**src/rtl/seven_seg_scan_ctrl.sv**
```systemverilog
// Time-multiplexed scan controller for N_DIGITS common 7-segment digits sharing one decoder.
// Double-buffered hex value, guard gap between digits, optional leading-zero blanking.
module seven_seg_scan_ctrl #(
    parameter int unsigned N_DIGITS = 4,
    parameter int unsigned DWELL    = 50000,
    parameter int unsigned GUARD    = 500,
    parameter bit          LZB      = 1'b1
) (
    input  logic                    clk,
    input  logic                    rst_n,
    input  logic                    enable,
    input  logic [4*N_DIGITS-1:0]   value,
    input  logic                    load,
    output logic                    load_ready,
    input  logic [N_DIGITS-1:0]     blank_mask,
    output logic [6:0]              seg,
    output logic [N_DIGITS-1:0]     digit_en_n,
    output logic                    frame_done
);

    localparam int unsigned CNT_MAX = (DWELL > GUARD) ? DWELL : GUARD;
    localparam int unsigned CW      = $clog2(CNT_MAX + 1);
    localparam int unsigned IW      = $clog2(N_DIGITS);

    localparam logic [CW-1:0] DWELL_LAST = CW'(DWELL - 1);
    localparam logic [CW-1:0] GUARD_LAST = CW'(GUARD - 1);
    localparam logic [IW-1:0] IDX_LAST   = IW'(N_DIGITS - 1);

    typedef enum logic [1:0] {StIdle, StShow, StGap} state_e;

    state_e                  state_q, state_d;
    logic [IW-1:0]           idx_q, idx_d;
    logic [CW-1:0]           cnt_q, cnt_d;
    logic [4*N_DIGITS-1:0]   active_q, active_d;
    logic [4*N_DIGITS-1:0]   shadow_q, shadow_d;
    logic                    load_ready_q, load_ready_d;
    logic [6:0]              seg_q, seg_d;
    logic [N_DIGITS-1:0]     digit_en_n_q, digit_en_n_d;
    logic                    frame_done_q, frame_done_d;

    logic                    swap;
    logic                    blanked;
    logic [3:0]              nib [N_DIGITS];
    logic [N_DIGITS-1:0]     lz;

    function automatic logic [6:0] hex2seg(input logic [3:0] h);
        case (h)
            4'h0:    hex2seg = 7'h40;
            4'h1:    hex2seg = 7'h79;
            4'h2:    hex2seg = 7'h24;
            4'h3:    hex2seg = 7'h30;
            4'h4:    hex2seg = 7'h19;
            4'h5:    hex2seg = 7'h12;
            4'h6:    hex2seg = 7'h02;
            4'h7:    hex2seg = 7'h78;
            4'h8:    hex2seg = 7'h00;
            4'h9:    hex2seg = 7'h10;
            4'hA:    hex2seg = 7'h08;
            4'hB:    hex2seg = 7'h03;
            4'hC:    hex2seg = 7'h46;
            4'hD:    hex2seg = 7'h21;
            4'hE:    hex2seg = 7'h06;
            default: hex2seg = 7'h0E;
        endcase
    endfunction

    always_comb begin
        logic run;
        state_d      = state_q;
        idx_d        = idx_q;
        cnt_d        = cnt_q;
        swap         = 1'b0;
        frame_done_d = 1'b0;

        if (!enable) begin
            state_d = StIdle;
            idx_d   = '0;
            cnt_d   = '0;
        end else begin
            case (state_q)
                StIdle: begin
                    state_d = StShow;
                    idx_d   = '0;
                    cnt_d   = '0;
                    swap    = !load_ready_q;
                end
                StShow: begin
                    if (cnt_q == DWELL_LAST) begin
                        state_d      = StGap;
                        cnt_d        = '0;
                        frame_done_d = (idx_q == IDX_LAST);
                    end else begin
                        cnt_d = cnt_q + 1'b1;
                    end
                end
                StGap: begin
                    if (cnt_q == GUARD_LAST) begin
                        state_d = StShow;
                        cnt_d   = '0;
                        if (idx_q == IDX_LAST) begin
                            idx_d = '0;
                            swap  = !load_ready_q;
                        end else begin
                            idx_d = idx_q + 1'b1;
                        end
                    end else begin
                        cnt_d = cnt_q + 1'b1;
                    end
                end
                default: begin
                    state_d = StIdle;
                    idx_d   = '0;
                    cnt_d   = '0;
                end
            endcase
        end

        // Swap happens on frame entry so digit 0 of the new frame already shows new data
        active_d     = swap ? shadow_q : active_q;
        shadow_d     = shadow_q;
        load_ready_d = load_ready_q;
        if (swap) begin
            load_ready_d = 1'b1;
        end else if (load && load_ready_q) begin
            shadow_d     = value;
            load_ready_d = 1'b0;
        end

        for (int k = 0; k < int'(N_DIGITS); k++) begin
            nib[k] = active_d[4*k +: 4];
        end
        // lz[k]: nibbles k..N_DIGITS-1 are all zero
        run = 1'b1;
        for (int k = int'(N_DIGITS) - 1; k >= 0; k--) begin
            run   = run & (nib[k] == 4'h0);
            lz[k] = run;
        end

        blanked      = blank_mask[idx_d] | (LZB && (idx_d != '0) && lz[idx_d]);
        seg_d        = 7'h7F;
        digit_en_n_d = '1;
        if (state_d == StShow && !blanked) begin
            seg_d               = hex2seg(nib[idx_d]);
            digit_en_n_d[idx_d] = 1'b0;
        end
    end

    always_ff @(posedge clk) begin
        if (!rst_n) begin
            state_q      <= StIdle;
            idx_q        <= '0;
            cnt_q        <= '0;
            active_q     <= '0;
            shadow_q     <= '0;
            load_ready_q <= 1'b1;
            seg_q        <= 7'h7F;
            digit_en_n_q <= '1;
            frame_done_q <= 1'b0;
        end else begin
            state_q      <= state_d;
            idx_q        <= idx_d;
            cnt_q        <= cnt_d;
            active_q     <= active_d;
            shadow_q     <= shadow_d;
            load_ready_q <= load_ready_d;
            seg_q        <= seg_d;
            digit_en_n_q <= digit_en_n_d;
            frame_done_q <= frame_done_d;
        end
    end

    assign load_ready = load_ready_q;
    assign seg        = seg_q;
    assign digit_en_n = digit_en_n_q;
    assign frame_done = frame_done_q;

endmodule

```
**config.mk**
```make
export PLATFORM = sky130hd
export DESIGN_NAME = seven_seg_scan_ctrl
export DESIGN_NICKNAME = d
export VERILOG_FILES = /design/src/rtl/seven_seg_scan_ctrl.sv
export SDC_FILE = /design/constraint.sdc
export NUM_CORES = 1
export LEC_CHECK = 0
export ABC_AREA = 1
export BUFFER_PORTS_ARGS = -buffer_cell sky130_fd_sc_hd__buf_2
export CAP_MARGIN = 20
export CORE_MARGIN = 5
export CORE_UTILIZATION = 58
export CTS_CLUSTER_DIAMETER = 50
export DETAILED_ROUTE_END_ITERATION = 12
export GPL_ROUTABILITY_DRIVEN = 0
export PLACE_DENSITY = 0.79
export SKIP_LAST_GASP = 1
export SLEW_MARGIN = 20
export SYNTH_ARGS = -nofsm -noshare
export SYNTH_HDL_FRONTEND = slang
export SYNTH_SLANG_ARGS = --single-unit
```
**constraint.sdc**
```tcl
create_clock -name clk -period 5.3 [get_ports clk]
set_input_delay 0.265 -clock clk [delete_from_list [all_inputs] [get_ports clk]]
set_output_delay 0.265 -clock clk [all_outputs]
set_load 0.05 [all_outputs]
```
==> run metrics <==
cell area after synthesis 3320 µm²; Crit path required time 5520 ps; layout cells sized above 1 0.165; vias in the first global route 2809; Post-Synth XOR/XNOR Area 0.0237; Max Cap Viol 0; Via density 5.10; Critical Path Source load_ready$_SDFFE_PP1P_; setup tns final 0 ps; Final Hold Viols 0; Max stage delay on crit path 810 ps; Synth Area in Compound Gates 0.0678; status finished clean; CP arrival 3120 ps; post-route cell area 3750 µm²; largest net degree at the start of global routing 23; synthesis-to-finish area growth 12.8%; Initial Utilization 0.600; core area 5540 µm²; Most Frequent Cell on Critical Path nand3_1; Die ar. 7340 µm²; M3 GR Usage 0.0567; min-delay src value[2]; vias 3027; first-pass GRT wire length 12.3 mm; post-synthesis adder-cell area fraction 0.0452; drc violations 0; critical path's slowest cell nor2_1; Hold Path Depth 3; root buf cell clkbuf_8; synthesized instance count 482; DR pass1 iterations 4; Crit. End Element flop; remaining antenna violation count 0; DP Wirelength 5.23 mm; post-route clock skew 9.36 ps; Syn. warnings 0; Total Wirelength 7.00 mm; worst path cell trace nor2_1, nand2_4, nand2_1, nand2_1, nand3_1, nand2_1, nor2_2, inv_1, ha_1, inv_1, nand3_1, nand3_1, nand3_1; pwr dens 296 nW/µm²; IO Pins 37; PostCTS Resize Cnt 0; Least-Margin Pin Slew 1050 ps; GRT Resource Usage Total 0.210; Synth cell types 31; syn nets 518; Slew HR 0.298; cts hold-fix bufs 0; mux contribution to synthesized area 0; Final Power 1.11 mW; Tcrit/Tclk final 0.546; simple-gate share of the synthesized area 0.394; Nets 553; Reg2Reg Depth 13; Post-DP Area 3520 µm²; clock sink count 65; unrepaired setup endpoints after global routing no; GR Util met2 0.330; die width 85.7 µm; WL per Instance 11.8 µm; LEAKAGE 1.72 nW; post-layout minimum cycle time 2900 ps; Antenna Diode Count 0; WS Path Type flop to flop; largest driver fanout on the critical path 22; syn avg cell area 6.89 µm²; register area share after synthesis 0.392; total CTS buffers 9; postcts setup bufs 0; Clock Path Buffers 2; CTS clk-pin slew, worst paths 70 ps; Synth Register Bits 65; largest family of logic cells by synthesized area simple AND/OR/NAND/NOR gates; GRT overflow 0; Startpoint Class flop; final number of max-transition violations 0; Critical R2R Launch load_ready$_SDFFE_PP1P_; CTS tree yes; Finish-stage setup viols 0; H-tree Lvls 3; port bufs 36; Max Freq 0.345 GHz; Worst Hold Class primary input to flop; Max VDD drop 0.255 mV; clk_lat worst skew 350 ps; FP Rows 27; DR iter-0 viols 149; GRT Max-Usage Layer met2; die height 85.7 µm; initial antenna violation count 0; M1 GR Usage 0.273
==> metal layers <==
metal  routed length [µm]  part of all wire
met1                 3250              0.46
met2                 3130              0.45
met3                  487             0.070
met4                  133             0.019
met5                    0                 0
==> report_power, final <==
part	internal, mW	switching (mW)	leakage [nW]
logic	0.0373	0.0799	1.08
clock network	0.288	0.187	0.112
registers	0.508	0.00988	0.530
==> cells in the final DEF (no fill, tap or decap), types with 11 or more instances in the layout <==
master,count
o21ai_0,18
a21oi_1,13
nand2_1,123
inv_1,44
nor2_1,82
nand3_1,50
buf_2,36
ha_1,12
clkbuf_8,11
dfxtp_1,65
==> critical path, delay by kind of cell, from the launching register on <==
kind	cells	cell delay, ps
buffers and inverters	2	200
adders and majority gates	1	220
and+or+nand+nor	10	2000
DFF	1	350
==> cell type report <==
cell class	instances	area, µm²
Multi-Input combinational cell	356	1760
Clock buffer	11	151
Fill cell	509	1790
Inverter	49	184
Tap cell	72	90.1
Sequential cell	65	1300
Timing Repair Buffer	36	180
Clock inverter	4	76.3
==> final timing paths <==
check,end,slack [ps]
worst max-delay path,seg[0]$_SDFF_PN1_,2400
worst max register to register,seg[0]$_SDFF_PN1_,2400
worst min register to register,cnt_q[0]$_SDFF_PN0_,450
worst min-delay path,shadow_q[2]$_SDFFE_PN0P_,160
==> synth_stat cells (all sizes together) <==
library cell    n  area share
o211ai          1      0.0023
o21ai          23       0.037
nand2         136        0.17
clkbuf          7      0.0079
nor3            7       0.011
o21bai          1      0.0023
a21oi          14       0.022
dfxtp          65        0.39
buf             5       0.014
nor2           94        0.12
and3            1      0.0019
a31oi           1      0.0019
xnor2           5       0.013
nor4            2      0.0038
inv            49       0.055
nand3b          2      0.0045
a211oi          1      0.0023
nand3          52       0.081
ha             12       0.045
xor2            4       0.011
==> registers in the layout, indices dropped and copies added, names as in the netlist <==
signal      flops
cnt_q          16
idx_q           2
frame_done      1
digit_en_n      4
state_q         2
shadow_q       16
active_q       16
load_ready      1
seg             7
==> through the flow <==
stage                     hold WS, ps  setup WS [ps]  utilization  instances
after floorplan                   413           3010            -        482
after global placement            425           2530        0.635        578
after detailed placement          444           2350        0.635        578
after CTS                         148           2420        0.676        593
after global routing              145           2050        0.676        593
final                             159           2400        0.676        593
==> cells by family (layout without fill, tap and decap cells) <==
| kind of cell | after synthesis | in the layout |
|---|---|---|
| compound gates | 41 | 41 |
| xor+xnor | 9 | 9 |
| fa+ha+maj | 12 | 12 |
| buf+inv | 61 | 100 |
| flops | 65 | 65 |
| simple gates | 294 | 294 |
(Power assumes the default switching activity.)
